==> src/rtl/yadmc_arbiter.sv <==
// Round-robin arbiter for the DRAM command channel. It also owns the
// periodic auto-refresh schedule, and refresh takes priority over new grants.
module yadmc_arbiter #(
  parameter int NPORTS         = 4,
  parameter int REFRESH_CYCLES = 740,
  parameter int CNT_W          = 10
) (
  input  logic              sys_clk,
  input  logic              sys_rst_n,
  input  logic [NPORTS-1:0] req,
  output logic [NPORTS-1:0] grant,
  output logic              refresh_req,
  input  logic              refresh_ack,
  output logic              refresh_overrun,
  output logic              idle
);

  localparam int LW = (NPORTS > 1) ? $clog2(NPORTS) : 1;

  typedef enum logic [1:0] {IDLE, GRANT, REFRESH} state_t;

  state_t           state;
  logic [LW-1:0]    last;
  logic [LW-1:0]    sel;
  logic [CNT_W-1:0] cnt;
  logic             pending;
  logic             deadline;
  logic             ack_taken;

  assign deadline  = (cnt == '0);
  assign ack_taken = (state == REFRESH) && refresh_ack;
  assign idle      = (state == IDLE) && !pending;

  // Scan from the port after the last owner, wrapping, so every requester
  // is reached within NPORTS grants.
  always_comb begin
    logic [LW-1:0] idx;
    logic          found;
    // NOTE: every variable gets a default before the loop so no latch is inferred.
    sel   = last;
    found = 1'b0;
    idx   = '0;
    for (int i = 1; i <= NPORTS; i++) begin
      idx = LW'((int'(last) + i) % NPORTS);
      if (!found && req[idx]) begin
        sel   = idx;
        found = 1'b1;
      end
    end
  end

  // NOTE: state is updated with non-blocking assignments only, so every
  // branch below sees the values from before this clock edge.
  always_ff @(posedge sys_clk or negedge sys_rst_n) begin
    if (!sys_rst_n) begin
      state           <= IDLE;
      grant           <= '0;
      refresh_req     <= 1'b0;
      refresh_overrun <= 1'b0;
      pending         <= 1'b0;
      last            <= LW'(NPORTS - 1);
      cnt             <= CNT_W'(REFRESH_CYCLES - 1);
    end else begin
      cnt <= deadline ? CNT_W'(REFRESH_CYCLES - 1) : cnt - CNT_W'(1);

      // Only one refresh is ever owed. A deadline that coincides with the
      // ack re-arms pending and is not counted as an overrun.
      if (deadline) begin
        pending <= 1'b1;
        if (pending && !ack_taken) refresh_overrun <= 1'b1;
      end else if (ack_taken) begin
        pending <= 1'b0;
      end

      case (state)
        IDLE: begin
          if (pending) begin
            state       <= REFRESH;
            refresh_req <= 1'b1;
          end else if (|req) begin
            state <= GRANT;
            grant <= NPORTS'(1) << sel;
            last  <= sel;
          end
        end
        GRANT: begin
          if (!req[last]) begin
            grant <= '0;
            state <= IDLE;
          end
        end
        REFRESH: begin
          if (refresh_ack) begin
            refresh_req <= 1'b0;
            state       <= IDLE;
          end
        end
        default: state <= IDLE;
      endcase
    end
  end

endmodule
==> config.mk <==
export PLATFORM = sky130hd
export DESIGN_NAME = yadmc_arbiter
export DESIGN_NICKNAME = d
export VERILOG_FILES = /design/src/rtl/yadmc_arbiter.sv
export SDC_FILE = /design/constraint.sdc
export NUM_CORES = 1
export LEC_CHECK = 0
export CAP_MARGIN = 40
export CORE_MARGIN = 3
export CORE_UTILIZATION = 35
export DETAILED_ROUTE_END_ITERATION = 7
export GPL_TIMING_DRIVEN = 0
export PLACE_DENSITY = 0.66
export SLEW_MARGIN = 20
export SYNTH_ARGS = -nofsm -noshare
export SYNTH_HDL_FRONTEND = slang
export SYNTH_SLANG_ARGS = --single-unit
==> constraint.sdc <==
create_clock -name sys_clk -period 6.8 [get_ports sys_clk]
set_input_delay 1.36 -clock sys_clk [delete_from_list [all_inputs] [get_ports sys_clk]]
set_output_delay 1.36 -clock sys_clk [all_outputs]
set_load 0.05 [all_outputs]
==> results of run 1 <==
-- placed cells by master, fill, tap and decap left out, types with 3 or more instances in the layout --
cell             count
a21oi_1              7
clkdlybuf4s50_1     13
dfrtp_1             13
nor2_1               9
o21ai_0              5
o31ai_1              3
clkbuf_4             3
nand2b_1             3
xnor2_1              3
nand2_1              8
dfstp_2              8
inv_1                8
-- how the worst max path moves through the flow --
| stage | end | start | slack, ps | cells past startpoint |
|---|---|---|---|---|
| 3_3_place_gp | grant[2] | req[0] | 3880 | 5 |
| 3_5_place_dp | grant[2] | req[0] | 3820 | 5 |
| 6_report | idle | state[1] | 3580 | 2 |
| 2_1_floorplan | idle | state[1] | 3880 | 1 |
| 4_1_cts | idle | state[1] | 3540 | 2 |
| 5_1_grt | idle | state[1] | 3390 | 2 |
-- power breakdown --
| group | internal [uW] | total, uW | switching, uW |
|---|---|---|---|
| logic | 81.8 | 206 | 124 |
| registers | 153 | 172 | 19.0 |
| clock network | 22.9 | 58.0 | 35.2 |
| total | 258 | 437 | 179 |
-- worst max-delay path, delay by kind of cell, from the launching register on --
kind	cells	cell delay (ps)
buffers and inverters	1	850
flip-flops	1	460
AND/OR/NAND/NOR	1	260
-- per-stage QoR --
step	area, um2	hold WS, ps	worst slack [ps]	total power, uW	util (%)
floorplan	1020	433	3880	325	-
CTS	1230	476	3540	445	46.7
detailed placement	1200	447	3820	384	45.7
global route	1230	493	3390	472	46.7
global placement	1190	444	3880	378	45.2
finish	1230	470	3580	437	46.7
-- registers in the layout, indices dropped and copies added (netlist names) --
| name | count |
|---|---|
| refresh_overrun | 1 |
| last | 2 |
| grant | 4 |
| pending | 1 |
| state | 2 |
| refresh_req | 1 |
| cnt | 10 |
-- layer usage --
| layer | routed length [um] | part of all wire, % | vias up | track usage [%] |
|---|---|---|---|---|
| li1 | - | - | 395 | - |
| met1 | 741 | 41 | 375 | 13.3 |
| met2 | 982 | 54 | 12 | 21.3 |
| met3 | 81 | 4.4 | 3 | 2.81 |
| met4 | 24 | 1.3 | 0 | 5.70 |
| met5 | 0 | 0 | - | 0 |
-- area by class of cell --
type / instances / area share, %
flip-flops and latches: 21 / 43.5
multi-input cells: 67 / 36.4
repair buffers: 14 / 11.8
well taps: 30 / 3.05
inverters: 8 / 2.44
clock buffers: 4 / 2.13
plain buffers: 2 / 0.711
-- cells by family after synthesis --
kind of cell / after synthesis
AOI/OAI and AO/OA: 28
xor gates and xnor gates: 4
adders and majority gates: 1
buffers and inverters: 10
DFF: 21
muxes: 4
and+or+nand+nor: 30
==> flow_metrics.tcl, run 1 <==
set metrics [dict create \
    fill_cells 277 \
    syn-cell-area_um2 1020 \
    cap_violations 0 \
    tritoncts "done" \
    r2r_setup_slack_ps 4560 \
    rsz0062_at_grt "no" \
    worstHoldPathCells 1 \
    wire_per_inst_um 12.5 \
    yosys_warnings 0 \
    synth_fp_nets 106 \
    maxSlewViolCount 0 \
    setup_viol 0 \
    fin_cells 146 \
    post_cts_buffers 0 \
    cts_resized 0 \
    crit_type "flip-flop to primary output" \
    synth_compound_area_share_pct 19.3 \
    drc 0 \
    numCtsBuffers 3 \
    dr.first_iter.drc_count 31 \
    synth.top_cells.by_area "dfrtp_1 (32%), dfstp_2 (21%), a21oi_1 (3.4%)" \
    yosysMostFrequentCell "dfrtp_1" \
    synth_top_area_cell "dfrtp_1" \
    synthSimpleGateAreaFrac_pct 15.7 \
    syn2layout_area_growth_pct 20.4 \
    die_w_um 60.0 \
    powerDensity_nw_per_um2 355 \
    register_area_um2 536 \
    ys_top_cells_by_count "dfrtp_1 (13), nor2_1 (9), dfstp_2 (8), inv_1 (8), nand2_1 (8)" \
    synth_top_area_share_pct 31.8 \
    setup-tns-final_ps 0 \
    place.gp.congestion 0.716 \
    grt_antenna_before_repair 0 \
    grt_max_degree 13 \
    fin_crit_sh_pct 47.4 \
    crit_path_end_kind "primary output" \
    ioPinCount 14 \
    relSlewSlack_pct 57.5 \
    min_period_ps 3220 \
    ant_nets 0 \
    hold_buffers 0 \
    peakVddDrop_mv 0.207 \
    clockRootBuffer "clkbuf_4" \
    diodes 0 \
    synth_fa_ha_area_share_pct 1.22 \
    num_rows 18 \
    dp_cells 142 \
    r2r_start "cnt[0]" \
    drt_wl_total_um 1830 \
    synth.mux.area_fraction_pct 4.16 \
    tightest_slew_ps 634 \
    synth_flop_cell "dfrtp_1" \
    avgSynthCellArea_um2 10.4 \
    async_flop_share_pct 100 \
    synth_xor_area_share_pct 3.43 \
    crit_required_ps 5440 \
    hp-start "cnt[0]" \
    yosysSeqAreaShare_pct 52.4 \
    dieArea_um2 3610 \
    crit_slowest_cell "clkdlybuf4s50_1" \
    hpwlAfterDp_um 1460 \
    cts_max_level 1 \
    grt_usage_pct 12.0 \
    synth_cells 98 \
    layout-drive-gt1-share_pct 17.2 \
    clock_sinks 21 \
    slowest_delay_ps 850 \
    arrival_ps 1860 \
    reg2reg_depth 7 \
    coreArea_um2 2640 \
    grt_pass1_wl_um 3220 \
    start_util_pct 38.8 \
    crit_path_cell_trace "nor3_1, clkdlybuf4s50_1" \
    synth_top_family_by_area "compound AO/OA/AOI/OAI gates" \
    synth-seq-cells 21 \
    io_buffer_count 13 \
    gr-total-overflow 0 \
    fin_skew_ps 1.51 \
    hold_class "flip-flop to flip-flop" \
    routed_via_density 5.38 \
    fp.dieH_um 60.0 \
    cp-start-kind "flip-flop" \
    path_max_fanout 7 \
    r2r_end "refresh_overrun" \
    fmax_mhz 310 \
    drt_first_pass_iters 4 \
    vias 785 \
    min_to "cnt[0]" \
    synth_edf_count 0 \
    first_global_vias 762 \
    clk_path_buf_depth 2 \
    path_clk_slew_ps 110 \
    p_leak_uw 0.000525 \
    multi_input_area_um2 448 \
    synth.distinct_cells 35 \
    final_net_count 125 \
    hold_viol 0 \
    status "finished, final reports clean" \
    insertion_delay_ps 300 \
]
Power figures use the tool's default switching activity.
==> run 2: changes to the inputs <==
--- a/config.mk
+++ b/config.mk
@@ -10,7 +10,7 @@
 export CORE_UTILIZATION = 35
 export DETAILED_ROUTE_END_ITERATION = 7
 export GPL_TIMING_DRIVEN = 0
-export PLACE_DENSITY = 0.66
+export PLACE_DENSITY = 0.68
 export SLEW_MARGIN = 20
 export SYNTH_ARGS = -nofsm -noshare
 export SYNTH_HDL_FRONTEND = slang
==> constraint.sdc (replaced) <==
create_clock -name sys_clk -period 2.88 [get_ports sys_clk]
set_input_delay 0.576 -clock sys_clk [delete_from_list [all_inputs] [get_ports sys_clk]]
set_output_delay 0.576 -clock sys_clk [all_outputs]
set_load 0.05 [all_outputs]
==> flow_metrics.tcl, run 2 (synthesized netlist as in run 1, its figures left out) <==
set metrics [dict create \
    die_w_um 60.0 \
    cts_resized 0 \
    cts_max_level 1 \
    hold_ws_ps 472 \
    path_clk_slew_ps 110 \
    diodes 0 \
    start_util_pct 38.8 \
    hold_buffers 0 \
    fin_cells 146 \
    setup-tns-final_ps 0 \
    powerDensity_nw_per_um2 841 \
    grt_antenna_before_repair 0 \
    fill_cells 268 \
    maxSlewViolCount 0 \
    peakVddDrop_mv 0.474 \
    drt_wl_total_um 1910 \
    p_leak_uw 0.000527 \
    hpwlAfterDp_um 1510 \
    syn2layout_area_growth_pct 20.6 \
    drt_first_pass_iters 4 \
    fp.dieH_um 60.0 \
    layout-drive-gt1-share_pct 18.1 \
    tritoncts "done" \
    fin_crit_sh_pct 85.2 \
    gr-total-overflow 0 \
    min_period_ps 2450 \
    final_net_count 125 \
    cp-start-kind "flip-flop" \
    crit_type "flip-flop to primary output" \
    rsz0062_at_grt "no" \
    numCtsBuffers 3 \
    tightest_slew_ps 623 \
    cap_violations 0 \
    first_global_vias 765 \
    dr.first_iter.drc_count 36 \
    crit_path_end_kind "primary output" \
    clk_path_buf_depth 2 \
    fin_skew_ps 1.47 \
    dieArea_um2 3610 \
    status "finished, final reports clean" \
    num_rows 18 \
    io_buffer_count 13 \
    vias 792 \
    largestRegisters "cnt: 10 flops, grant: 4 flops" \
    crit_required_ps 2300 \
    post_cts_buffers 0 \
    grt_max_degree 13 \
    grt_pass1_wl_um 3280 \
    routed_via_density 5.42 \
    regMostFlops "cnt" \
    place.gp.congestion 0.727 \
    hold_class "flip-flop to flip-flop" \
    fmax_mhz 408 \
    clockRootBuffer "clkbuf_4" \
    drc 0 \
    path_max_fanout 7 \
    clock_sinks 21 \
    setup_viol 0 \
    grt_usage_pct 11.8 \
    insertion_delay_ps 300 \
    arrival_ps 1880 \
    coreArea_um2 2640 \
    largest_reg_flops 10 \
    ioPinCount 14 \
    ant_nets 0 \
    wire_per_inst_um 13.1 \
    relSlewSlack_pct 58.2 \
    dp_cells 142 \
    hold_viol 0 \
    final_cell_mix "dfrtp_1 (13), clkdlybuf4s50_1 (13), nor2_1 (9)" \
]
run 2: per-stage QoR:
| stage | power [uW] | instance area (um2) | setup WS (ps) | util [%] |
|---|---|---|---|---|
| finish | 1040 | 1230 | 427 | 46.8 |
| CTS | 1050 | 1230 | 393 | 46.8 |
| floorplan | 768 | 1020 | 434 | - |
| detailed placement | 910 | 1200 | 595 | 45.7 |
| global placement | 891 | 1190 | 677 | 45.2 |
| global route | 1110 | 1230 | 254 | 46.8 |
run 2: final timing paths:
path	cells past startpoint	slack, ps	to	start
max in group asynchronous	2	1770	last[1]	sys_rst_n
min in group asynchronous	1	590	cnt[4]	sys_rst_n
worst min register to register	1	470	cnt[0]	cnt[0]
worst max register to register	7	590	refresh_overrun	cnt[0]
worst max-delay path	2	430	idle	state[1]
worst min-delay path	1	470	cnt[0]	cnt[0]
run 2: layout make-up:
| type | instances | area [um2] | share of cell area, % |
|---|---|---|---|
| sequential | 21 | 536 | 43.5 |
| multi-input combinational | 67 | 448 | 36.3 |
| timing repair buffer | 14 | 145 | 11.8 |
| tap | 30 | 37.5 | 3.05 |
| inverter | 8 | 30.0 | 2.44 |
| clock buffer | 3 | 22.5 | 1.83 |
| buffer | 2 | 8.76 | 0.711 |
| clock inverter | 1 | 5.00 | 0.406 |
run 2: worst max-delay path: stages, from the launching register on:
cell	delay, ps
dfrtp_1	460
nor3_1	260
clkdlybuf4s50_1	850
run 2: layer usage:
layer	part of all wire, %	global-route usage (%)	wire length, um	up-vias
li1	-	-	-	398
met1	44	13.9	840	381
met2	52	21.1	989	11
met3	3.5	2.81	67	2
met4	0.63	3.48	12	0
met5	0	0	0	-
run 2: where the power goes:
group | switching [uW] | total [uW] | internal (uW)
Clock | 86.6 | 138 | 51.7
Combinational | 295 | 488 | 193
Sequential | 47.2 | 409 | 362
